===== config.mk =====
export PLATFORM = sky130hd
export DESIGN_NAME = abr_prim_diff_sender
export DESIGN_NICKNAME = d
export VERILOG_FILES = /design/src/rtl/abr_prim_diff_sender.sv
export SDC_FILE = /design/constraint.sdc
export NUM_CORES = 1
export LEC_CHECK = 0
export BUFFER_PORTS_ARGS = -buffer_cell sky130_fd_sc_hd__buf_4
export CAP_MARGIN = 20
export CELL_PAD_IN_SITES_DETAIL_PLACEMENT = 0
export CELL_PAD_IN_SITES_GLOBAL_PLACEMENT = 1
export CORE_AREA = 10 10 47 49
export CTS_BUF_LIST = sky130_fd_sc_hd__clkbuf_4 sky130_fd_sc_hd__clkbuf_8
export CTS_CLUSTER_DIAMETER = 200
export DETAILED_ROUTE_END_ITERATION = 8
export DIE_AREA = 0 0 57 59
export PLACE_DENSITY = 0.71
export SYNTH_ARGS = -nofsm -noshare
export SYNTH_HDL_FRONTEND = slang
export SYNTH_SLANG_ARGS = --single-unit
export TNS_END_PERCENT = 5

===== constraint.sdc =====
create_clock -name clk_i -period 1.7 [get_ports clk_i]
set_input_delay 0.255 -clock clk_i [delete_from_list [all_inputs] [get_ports clk_i]]
set_output_delay 0.255 -clock clk_i [all_outputs]
set_load 0.03 [all_outputs]

===== src/rtl/abr_prim_diff_sender.sv =====
// Transmit end of the differential event link: drives req_i as a complementary pair and runs a
// four-phase handshake against the returned ack pair. ABR_DIFF_SENDER_TIMEOUT_EN enables stall aborts.
module abr_prim_diff_sender #(
   parameter int PulseCycles = 2,
   parameter int AckTimeout  = 16
) (
   input  logic clk_i,
   input  logic rst_i,
   input  logic req_i,
   output logic ack_o,
   output logic diff_po,
   output logic diff_no,
   input  logic ack_pi,
   input  logic ack_ni,
   output logic busy_o,
   output logic timeout_o,
   output logic sigint_o
);

`ifdef ABR_DIFF_SENDER_TIMEOUT_EN
   localparam int CntW   = (AckTimeout > 1) ? $clog2(AckTimeout) : 1;
   localparam int CntSat = AckTimeout - 1;
`else
   localparam int CntW   = (PulseCycles > 1) ? $clog2(PulseCycles) : 1;
   localparam int CntSat = (PulseCycles > 1) ? PulseCycles - 1 : 0;
`endif
   localparam logic [CntW-1:0] CntMax  = CntW'(CntSat);
   localparam logic [CntW-1:0] HoldMin = CntW'(PulseCycles - 1);

   typedef enum logic [1:0] {
      ST_IDLE    = 2'd0,
      ST_ASSERT  = 2'd1,
      ST_RELEASE = 2'd2,
      ST_DRAIN   = 2'd3
   } state_e;

   state_e          state_q, state_d;
   logic [CntW-1:0] cnt_q, cnt_d;
   logic            ack_lvl_q, ack_lvl_d;
   logic            ack_q, ack_d;
   logic            timeout_q, timeout_d;
   logic            sigint_q, sigint_d;
   logic            diff_p_q, diff_p_d;
   logic            diff_n_q, diff_n_d;

   logic ack_ok, ack_hi, ack_lo, expired, done, tmo;

   assign ack_ok    = ack_pi ^ ack_ni;
   assign ack_lvl_d = ack_ok ? ack_pi : ack_lvl_q;
   // Handshake edges only count on a well-formed pair; during a fault only expiry can move the FSM.
   assign ack_hi    = ack_ok & ack_lvl_d;
   assign ack_lo    = ack_ok & ~ack_lvl_d;

`ifdef ABR_DIFF_SENDER_TIMEOUT_EN
   assign expired = (cnt_q == CntMax);
`else
   assign expired = 1'b0;
`endif

   always_ff @(posedge clk_i) begin
      if (rst_i) begin
         state_q   <= ST_IDLE;
         cnt_q     <= '0;
         ack_lvl_q <= 1'b0;
         ack_q     <= 1'b0;
         timeout_q <= 1'b0;
         sigint_q  <= 1'b0;
         diff_p_q  <= 1'b0;
         diff_n_q  <= 1'b1;
      end else begin
         state_q   <= state_d;
         cnt_q     <= cnt_d;
         ack_lvl_q <= ack_lvl_d;
         ack_q     <= ack_d;
         timeout_q <= timeout_d;
         sigint_q  <= sigint_d;
         diff_p_q  <= diff_p_d;
         diff_n_q  <= diff_n_d;
      end
   end

   always_comb begin
      state_d = state_q;
      done    = 1'b0;
      tmo     = 1'b0;
      unique case (state_q)
         ST_IDLE: begin
            if (req_i && !ack_q) state_d = ST_ASSERT;
         end
         ST_ASSERT: begin
            if (ack_hi && cnt_q >= HoldMin) begin
               state_d = ST_RELEASE;
            end else if (expired) begin
               state_d = ST_DRAIN;
               tmo     = 1'b1;
            end
         end
         ST_RELEASE: begin
            if (ack_lo) begin
               state_d = ST_IDLE;
               done    = 1'b1;
            end else if (expired) begin
               state_d = ST_DRAIN;
               tmo     = 1'b1;
            end
         end
         ST_DRAIN: begin
            if (ack_lo) state_d = ST_IDLE;
         end
         default: state_d = ST_IDLE;
      endcase

      cnt_d = cnt_q;
      if (state_d != state_q) begin
         cnt_d = '0;
      end else if ((state_q == ST_ASSERT || state_q == ST_RELEASE) && cnt_q != CntMax) begin
         cnt_d = cnt_q + 1'b1;
      end
   end

   always_comb begin
      ack_d     = done | tmo;
      timeout_d = tmo;
      sigint_d  = ~ack_ok;
      diff_p_d  = (state_d == ST_ASSERT);
      diff_n_d  = ~diff_p_d;
   end

   assign ack_o     = ack_q;
   assign timeout_o = timeout_q;
   assign sigint_o  = sigint_q;
   assign diff_po   = diff_p_q;
   assign diff_no   = diff_n_q;
   assign busy_o    = (state_q != ST_IDLE);

`ifdef ABR_ASSERT
   a_pair_compl: assert property (@(posedge clk_i) disable iff (rst_i) diff_po != diff_no);
   a_tmo_ack:    assert property (@(posedge clk_i) disable iff (rst_i) timeout_o |-> ack_o);
   a_sig_hold:   assert property (@(posedge clk_i) disable iff (rst_i)
                    (sigint_o && !ack_ok && state_q != ST_IDLE && !tmo) |=> $stable(state_q));
`endif

endmodule


After elaboration in Yosys (flattened, before gate mapping) --
Cells that the tools add are included.
Word-level totals: logic and storage cells 38, bits in registers 8, output and inout bits 6
Cells by class: muxes and demuxes 6, equal/unequal tests 5, $add $sub $neg 1, reduce and logical (&&, ||, !) cells 10, bitwise gates (word level) 8, $lt $le $gt $ge 1
Operator list (count):
- $mux 2 | 3
- $pmux 2 s3 | 1
- $reduce_or 2->1 | 3
- $not 1->1 | 5
- $eq 2x1->1 const B | 2
- $eq 2x2->1 const B | 2
- $logic_and 1x1->1 | 3
- $and 1x1->1 | 2
- $logic_not 2->1 | 1
- $mux 1 | 2
- $ne 2x2->1 | 1
- $reduce_bool 2->1 | 1
- $add 1x1->1 const B | 1
- $ge 1x1->1 const B | 1
- $logic_not 1->1 | 1
- $logic_or 1x1->1 | 1
- $xor 1x1->1 | 1

Logic depth before layout (Yosys ltp) --
Gate-level depths: netlist (run 1).
depth after elaboration 8, depth in mapped cells 6

Least setup slack after synthesis (run 1) --
No wires, ideal clock.
path type register to register, start point reg state_q[0], end point reg diff_p_q (netlist: diff_po), library setup time 59 ps, cell stages (with the launch flop) 6, data arrival time 1317 ps, setup slack 323 ps, path through dfxtp_1 inv_1 ha_1 o21ba_2 a311oi_2 and2_1
Between the ends: longest elaborated chain between the ends 4, elaborated cells on any way between the ends 10, classes of those cells eq/ne (4); mux (4); reduce/logical (2)
Ends and longest elaborated chain:
- from (decl) | line 37 | state_e state_q, state_d;
- from (signal assigned) | line 71 | state_q <= state_d;
- $eq 2x2->1 | line 86 | unique case (state_q)
- $reduce_or 2->1 (no line)
- $pmux 2 s3 * | line 86
- $eq 2x1->1 * | line 125 | diff_p_d = (state_d == ST_ASSERT);
- to (signal assigned) | line 77 | diff_p_q <= diff_p_d;
- to (decl) | line 43 | logic diff_p_q, diff_p_d;
Mark *: on every way between the ends. The rest lies on a longest branch, timed or not. A chain may end at the register's enable or synchronous reset.

Final worst setup path (run 1) --
Same ends and word-level chain as after synthesis.

==> run_results.csv, run 1 <==
group,metric,value,unit
synthesis,synth_top_area_cell,"dfxtp_1",
clocking,root_buffer,"clkbuf_4",
critical_path,worstPathArrival,1.73,ns
drt,drc_errors,0,
synthesis,yosysSeqAreaShare,34.0,%
critical_path,worstSetupStartpointType,"register",
clocking,clk_pin_slew_worst_paths,0.05,ns
critical_path,slowest_stage,"dfxtp_1",
drt,ant_nets,0,
status,outcome,"complete, no violations",
clocking,clock_sinks,7,
power_and_ir_drop,ir_drop,0.350,mV
critical_path,critical_path_class,"reg -> reg",
sta,period_needed,1.55,ns
critical_path,reg2reg_depth,5,
place,pre_cts_ws,0.188,ns
place,io_buffers,9,
synthesis,ys_top_cells_by_area,"dfxtp_1 34%, ha_1 21%, nor2_1 5.5%, inv_1 4.6%, a311oi_2 3.6%",
final_layout,finish.net_count,72,
grt,grt_start_max_net_pins,7,
place,gp_congestion,0.728,
grt,grt-ovfl-total,0,
floorplan,placementRows,14,
drt,met3_length,53,um
drt,routed_wirelength,779,um
synthesis,synth_ff_type,"dfxtp_1",
power_and_ir_drop,fin_total_pwr,441,uW
synthesis,synth_top_area_share,34.0,%
drt,firstDrtPassIters,3,
drt,wl_per_cell,10.4,um
floorplan,core_area,1400,um^2
final_layout,syn2layout_area_growth,26.7,%
clocking,post_cts_resize_count,0,
synthesis,avgSynthCellArea,8.76,um^2
synthesis,synthArstFlopShare,0,%
power_and_ir_drop,power_density,846,nW/um^2
sta,min_period_over_period,90.9,%
grt,grt_usage,5.32,%
floorplan,die_w,57,um
grt,grt_pass1_vias,350,
floorplan,fp.dieH,59,um
floorplan,die-area,3360,um^2
critical_path,path_cells,"inv_1 > ha_1 > o21ba_2 > a311oi_2 > and2_1",
synthesis,synth_commonest_cells,"7 x dfxtp_1, 7 x ha_1, 6 x nor2_1, 5 x inv_1, 4 x nand2_1",
sta,setup_viol,0,
drt,vias,323,
synthesis,ys_seq_elements,7,
critical_path,worstPathMaxFanout,5,
sta,setup_ws,0.154,ns
floorplan,start_util,29.4,%
run,maxCapViolations,0,
critical_path,crit_path_end_kind,"register",
clocking,clk_latency,0.24,ns
critical_path,crit_path_max_incr_delay,0.39,ns
hold_path,whs_path_depth,2,
sta,fmax,647,MHz
sta,hold_viol,0,
grt,antenna_found_initial,0,
sta,report.final.slew_viol_count,0,
clocking,cts_setup_buffers,0,
synthesis,yosysUniqueCellTypes,21,
synthesis,syn_inst,47,
drt,top_layer,"met4",
grt,grt_pass1_wl,1460,um
drt,routed_via_density,4.31,
place,dp.final_hpwl,670,um
sta,rsz0062_at_grt,"no",
final_layout,drive_gt1_share,28.8,%
sta,clock-skew-final,0.00102,ns
synthesis,synth_edf_count,0,
clocking,cts_htree_levels,1,
clocking,clk_path_buf_depth,2,
power_and_ir_drop,leakage,0.253,nW
clocking,cts_tree,"built",
hold_path,hp-class,"in -> reg",
drt,drtIter0Drc,2,
clocking,cts-hold-fix-buffers,0,
floorplan,ioPinCount,11,
sta,fin_tns_setup,0,ns
synthesis,syn_nets,59,
drt,met2WireLength,356,um
clocking,numCtsBuffers,3,
synthesis,yosysWarnings,0,
critical_path,cp.required,1.89,ns
drt,wl_met1,356,um
synthesis,netlist_area,412,um^2
final_layout,diodes,0,
==> layout by cell type, fill, tap and decap left out <==
cell type,n
inv_2,1
a21oi_1,2
inv_1,5
a211oi_2,1
conb_1,1
nor2b_1,2
a22oi_1,1
o311ai_0,1
and3b_1,1
o21ai_0,1
clkbuf_4,4
nand2_1,4
and2_1,1
nor3_1,1
a311oi_2,1
buf_4,9
nor2_1,6
nand3_1,1
ha_1,7
dfxtp_1,7
nand2b_1,1
o21ba_2,1
==> where the power goes <==
group | total (mW) | switching [mW] | internal (mW)
clock network | 0.160 | 0.0552 | 0.105
logic | 0.0976 | 0.0583 | 0.0393
registers | 0.184 | 0.00674 | 0.177
total | 0.441 | 0.120 | 0.321
==> metal layers <==
metal | vias to the layer above | track usage, %
met5 | - | 0
met4 | 0 | 5.03
met3 | 2 | 2.15
met2 | 6 | 7.91
met1 | 141 | 5.60
li1 | 174 | -
==> metrics by stage <==
stage	instance area, um^2	hold WS [ns]	util (%)	std cells
final	522	0.211	37.2	75
after global routing	522	0.217	37.2	75
after CTS	522	0.201	37.2	75
after detailed placement	492	0.467	35.1	71
after global placement	492	0.473	35.1	71
after floorplan	412	0.327	-	47
==> worst max-delay path, delay by kind of cell, from the launching register on <==
kind,cells,cell delay [ns]
AO/OA/AOI/OAI,2,0.56
flip-flops,1,0.39
AND/OR/NAND/NOR,1,0.17
buffers and inverters,1,0.14
adder cells (fa/ha/maj),1,0.24
==> registers in the layout (all words and copies together), names as in the netlist <==
name      flops
ack_o         1
cnt_q         1
diff_no       1
diff_po       1
sigint_o      1
state_q       2
==> area by class of cell <==
type                       instances  area (um^2)
clock buffer                       4         30.0
timing repair buffer               9         67.6
fill                             158          880
tap                               16         20.0
sequential                         7          140
inverter                           6         22.5
multi-input combinational         33          241
==> cell families after synthesis <==
| logic type | share of synthesized area, % |
|---|---|
| and+or+nand+nor | 19.8 |
| AOI/OAI and AO/OA | 16.7 |
| buffers and inverters | 7.30 |
| adders and majority gates | 21.3 |
| DFF | 34.0 |
| other | 0.911 |
==> final timing paths <==
| kind | slack, ns | startpoint | endpoint |
|---|---|---|---|
| setup / recovery | 0.15 | state_q[0] | diff_po |
| hold / removal | 0.21 | rst_i | ack_o |
| setup reg to reg | 0.15 | state_q[0] | diff_po |
| hold reg to reg | 0.60 | state_q[0] | state_q[0] |
(Power assumes the default switching activity.)
==> run 2, diff against run 1 <==
- RECOVER_POWER: default -> 50
==> run_results.csv, run 2 (synthesis gave the netlist of run 1 again) <==
group,metric,value,unit
place,placed_area,492,um^2
clocking,clk_latency,0.24,ns
clocking,cts_tree,"built",
critical_path,r2r_start,"state_q[0]",
power_and_ir_drop,leakage,0.237,nW
floorplan,die-area,3360,um^2
power_and_ir_drop,p_seq_share,42.2,%
run,maxCapViolations,0,
sta,report.final.slew_viol_count,0,
power_and_ir_drop,p_switching,120,uW
sta,rsz0062_at_grt,"no",
drt,wl_per_cell,10.4,um
critical_path,worstPathArrival,1.73,ns
drt,routed_via_density,4.31,
status,outcome,"complete, no violations",
grt,grt_pass1_wl,1460,um
power_and_ir_drop,ir_drop,0.349,mV
floorplan,ioPinCount,11,
final_layout,multiInputGateArea,241,um^2
place,gp_congestion,0.728,
final_layout,drive_gt1_share,22.0,%
sta,setup_viol,0,
critical_path,worstSetupStartpointType,"register",
power_and_ir_drop,fin_total_pwr,435,uW
sta,period_needed,1.55,ns
grt,grt_pass1_vias,350,
critical_path,crit_path_end_kind,"register",
hold_path,whs_path_depth,2,
sta,fmax,647,MHz
clocking,clk_pin_slew_worst_paths,0.05,ns
final_layout,finish.net_count,72,
power_and_ir_drop,internal-power,315,uW
grt,grt_start_max_net_pins,7,
place,io_buffers,9,
drt,ant_nets,0,
hold_path,hold_start,"rst_i",
power_and_ir_drop,combPwrFrac,21.1,%
final_layout,largest_register_ffs,2,
critical_path,cp.required,1.89,ns
final_layout,regMostFlops,"state_q",
power_and_ir_drop,power_density,858,nW/um^2
sta,min_period_over_period,90.9,%
grt,grt-ovfl-total,0,
drt,drtIter0Drc,3,
floorplan,fp.dieH,59,um
clocking,root_buffer,"clkbuf_4",
sta,fin_tns_setup,0,ns
clocking,post_cts_resize_count,0,
sta,clock-skew-final,0.000711,ns
grt,antenna_found_initial,0,
hold_path,hold_end,"ack_o",
power_and_ir_drop,clkPwrFrac,36.8,%
clocking,numCtsBuffers,3,
critical_path,rrSetupSlack,0.15,ns
critical_path,rr_endpoint,"diff_po",
clocking,clk_path_buf_depth,2,
power_and_ir_drop,p_sw_share,27.6,%
final_layout,ff_latch_area,140,um^2
hold_path,hp-class,"in -> reg",
final_layout,syn2layout_area_growth,23.1,%
floorplan,placementRows,14,
drt,firstDrtPassIters,3,
critical_path,critical_path_class,"reg -> reg",
floorplan,core_area,1400,um^2
clocking,cts_htree_levels,1,
final_layout,layout_common_cells,"7 x ha_1, 7 x dfxtp_1, 6 x nor2_1, 5 x inv_1, 5 x clkbuf_4",
final_layout,fillers,162,
place,dp.final_hpwl,670,um
clocking,clock_sinks,7,
final_layout,final_cell_area,507,um^2
floorplan,die_w,57,um
critical_path,worstPathMaxFanout,5,
drt,drc_errors,0,
critical_path,reg2reg_depth,5,
sta,hold_viol,0,
floorplan,start_util,29.4,%
grt,grt_usage,5.32,%
clocking,cts_setup_buffers,0,
clocking,cts-hold-fix-buffers,0,
drt,routed_wirelength,782,um
final_layout,diodes,0,
drt,vias,323,
==> run 2: cell count changes in the layout (fill, tap and decap cells not counted) <==
cell,delta
clkbuf_4,+1
buf_4,-5
clkbuf_1,+4
==> run 2: per-stage QoR <==
step	worst slack, ns	instances	hold WS (ns)	utilization, %
floorplan	0.323	47	0.327	-
global placement	0.164	71	0.473	35.1
detailed placement	0.188	71	0.467	35.1
CTS	0.160	75	0.201	37.2
global route	0.0181	75	0.217	36.2
finish	0.154	75	0.211	36.2
==> run 2: worst max-delay path: stages (launching register included) <==
cell	delay (ns)
dfxtp_1	0.39
inv_1	0.14
ha_1	0.24
o21ba_2	0.22
a311oi_2	0.34
and2_1	0.17
==> run 2: layout make-up <==
cell class,count,share of cell area [%]
tap,16,3.95
sequential,7,27.7
inverter,6,4.44
clock buffer,4,5.93
timing repair buffer,9,10.4
multi-input combinational,33,47.7
==> run 2: power by group through the flow <==
stage	clock network [mW]	registers, mW	logic, mW
after floorplan	0	0.201	0.0516
after global placement	0	0.187	0.101
after detailed placement	0	0.187	0.0991
after CTS	0.171	0.183	0.0998
after global routing	0.179	0.185	0.104
final	0.160	0.183	0.0916
==> run 2: worst max path at each step <==
stage	startpoint	slack, ns	to	cells after the start
final	state_q[0]	0.15	diff_po	5
after global routing	state_q[0]	0.02	cnt_q	5
after CTS	state_q[0]	0.16	diff_po	5
after detailed placement	state_q[0]	0.19	diff_po	5
after global placement	state_q[0]	0.16	cnt_q	5
after floorplan	state_q[0]	0.32	diff_po	5
==> run 2: per-layer routing <==
metal	part of all wire (%)	vias to the layer above	GRT usage, %
met5	0	-	0
met4	1.5	0	5.03
met3	7.9	2	2.15
met2	46	6	7.91
met1	45	141	5.60
li1	-	174	-
==> run 3, diff against run 2 <==
- ABC_AREA: default -> 1
- PLACE_DENSITY: 0.71 -> 0.74
==> run_results.csv, run 3 <==
group,metric,value,unit
synthesis,avgSynthCellArea,7.29,um^2
critical_path,slowest_stage,"dfxtp_1",
critical_path,critical_path_class,"reg -> out",
final_layout,diodes,0,
clocking,cts_htree_levels,1,
clocking,post_cts_resize_count,0,
drt,drc_errors,0,
synthesis,synthAdderAreaFrac,20.7,%
synthesis,synthArstFlopShare,0,%
power_and_ir_drop,power_density,1860,nW/um^2
synthesis,synth_top_family_by_area,"simple AND/OR/NAND/NOR gates",
grt,antenna_found_initial,0,
synthesis,syn_nets,70,
drt,vias,336,
floorplan,die-area,3360,um^2
synthesis,ys_seq_elements,7,
synthesis,synth_commonest_cells,"15 x nand2_1, 9 x inv_1, 7 x dfxtp_1, 7 x ha_1",
sta,period_needed,1.42,ns
synthesis,synth_top_area_share,33.1,%
synthesis,ys_top_cells_by_area,"dfxtp_1 33%, ha_1 21%, nand2_1 13%, inv_1 8.0%, nor2_2 5.9%",
floorplan,ioPinCount,11,
sta,clock-skew-final,0.0123,ns
place,dp.final_hpwl,668,um
clocking,clk_latency,0.25,ns
floorplan,core_area,1400,um^2
synthesis,yosysSeqAreaShare,33.1,%
clocking,cts-hold-fix-buffers,0,
sta,hold_ws,0.197,ns
critical_path,cp.required,1.44,ns
drt,routed_wirelength,796,um
final_layout,fin_cells,86,
drt,firstDrtPassIters,4,
critical_path,crit_path_end_kind,"primary output",
final_layout,final_util,37.0,%
synthesis,yosysMostFrequentCell,"nand2_1",
critical_path,worstPathArrival,1.17,ns
final_layout,multiInputGateArea,230,um^2
synthesis,synth_xor_area_share,0,%
clocking,clock_sinks,7,
drt,wl_per_cell,9.26,um
clocking,clk_pin_slew_worst_paths,0.06,ns
floorplan,die_w,57,um
synthesis,synthSimpleGateAreaFrac,31.7,%
critical_path,worstPathMaxFanout,4,
clocking,cts_tree,"built",
grt,grt-ovfl-total,0,
critical_path,crit_path_max_incr_delay,0.38,ns
clocking,clk_path_buf_depth,2,
grt,grt_usage,5.39,%
floorplan,placementRows,14,
drt,ant_nets,0,
critical_path,cp_common_cell,"inv_1",
floorplan,fp.dieH,59,um
final_layout,largest_register_ffs,2,
final_layout,drive_gt1_share,27.1,%
synthesis,synth_compound_area_share,1.18,%
synthesis,synth_edf_count,0,
synthesis,synth_top_area_cell,"dfxtp_1",
critical_path,worstSetupStartpointType,"register",
synthesis,netlist_area,423,um^2
sta,report.final.slew_viol_count,0,
clocking,root_buffer,"clkbuf_4",
final_layout,layout_common_cells,"15 x nand2_1, 9 x inv_1, 7 x ha_1, 7 x dfxtp_1, 5 x clkbuf_4",
synthesis,yosysUniqueCellTypes,14,
synthesis,synth_ff_type,"dfxtp_1",
place,gp_congestion,0.751,
status,outcome,"complete, no violations",
sta,hold_viol,0,
synthesis,yosysWarnings,0,
floorplan,start_util,30.2,%
drt,routed_via_density,3.91,
critical_path,path_cells,"inv_1 > ha_1 > inv_1 > buf_4",
grt,grt_start_max_net_pins,8,
sta,min_period_over_period,83.7,%
sta,fin_tns_setup,0,ns
synthesis,synth_mux_area_share,0,%
final_layout,syn2layout_area_growth,22.5,%
final_layout,layout_commonest_cell,"nand2_1",
run,maxCapViolations,0,
final_layout,fillers,163,
place,io_buffers,9,
grt,grt_pass1_vias,372,
clocking,numCtsBuffers,3,
drt,drtIter0Drc,3,
sta,fmax,703,MHz
power_and_ir_drop,leakage,0.280,nW
final_layout,finish.net_count,83,
clocking,cts_setup_buffers,0,
grt,grt_pass1_wl,1500,um
final_layout,ff_latch_area,140,um^2
hold_path,hp-class,"in -> reg",
final_layout,regMostFlops,"state_q",
power_and_ir_drop,ir_drop,0.851,mV
place,placed_cells_incl_taps,82,
sta,setup_viol,0,
sta,rsz0062_at_grt,"no",
synthesis,syn_inst,58,
-- run 3: cell count changes in the layout (fill, tap and decap cells not counted), sizes merged --
cell    before  now
a311oi       1    0
nand2b       1    0
nand2        4   17
and2         1    0
nor2         6    8
a211oi       1    0
a22oi        1    0
a21oi        2    0
inv          6   12
nor2b        2    0
o311ai       1    0
and3b        1    0
o21ba        1    0
nand3        1    3
-- run 3: metrics by stage --
stage	cell area (um^2)	total power, mW	worst slack, ns
final	518	0.963	0.277
after detailed placement	503	0.815	0.368
after global placement	503	0.816	0.387
after floorplan	423	0.682	0.484
after global routing	518	1.07	0.203
after CTS	533	0.987	0.265
-- run 3: cell type report --
class / count / area share, %
inverters: 12 / 8.70
well taps: 16 / 3.86
multi-input cells: 38 / 44.4
repair buffers: 9 / 10.1
clock buffers: 4 / 5.80
flip-flops and latches: 7 / 27.1
-- run 3: worst paths after layout --
path	startpoint	to	slack, ns	cells after the start
worst max-delay path	state_q[0]	busy_o	0.28	4
worst min register to register	state_q[1]	cnt_q	0.57	3
worst max register to register	state_q[0]	cnt_q	0.35	10
worst min-delay path	rst_i	sigint_o	0.20	2
-- run 3: cells by family (layout without fill, tap and decap cells) --
logic type	count (synthesis)	after routing
AO/OA/AOI/OAI	1	1
adder cells (fa/ha/maj)	7	7
buffers and inverters	13	25
flip-flops	7	7
other	1	1
AND/OR/NAND/NOR	29	29
-- run 3: routing by layer --
layer  global-route usage [%]  wire length, um  vias up
met5                        0                0        -
met1                     6.75              400      134
met2                     7.91              336       11
met4                     1.01                0        0
li1                         -                -      191
met3                     3.00               59        0
-- run 3: power by group --
part / total (mW) / internal [mW] / switching [mW] / leakage [nW]
clock: 0.168 / 0.106 / 0.0625 / 0.0184
sequential: 0.255 / 0.216 / 0.0389 / 0.0575
combinational: 0.540 / 0.187 / 0.353 / 0.204
-- run 3: worst max-delay path: cells and delay by family, from the launching register on --
kind / cells / cell delay (ns)
DFF: 1 / 0.38
buffers and inverters: 3 / 0.32
adders and majority gates: 1 / 0.21
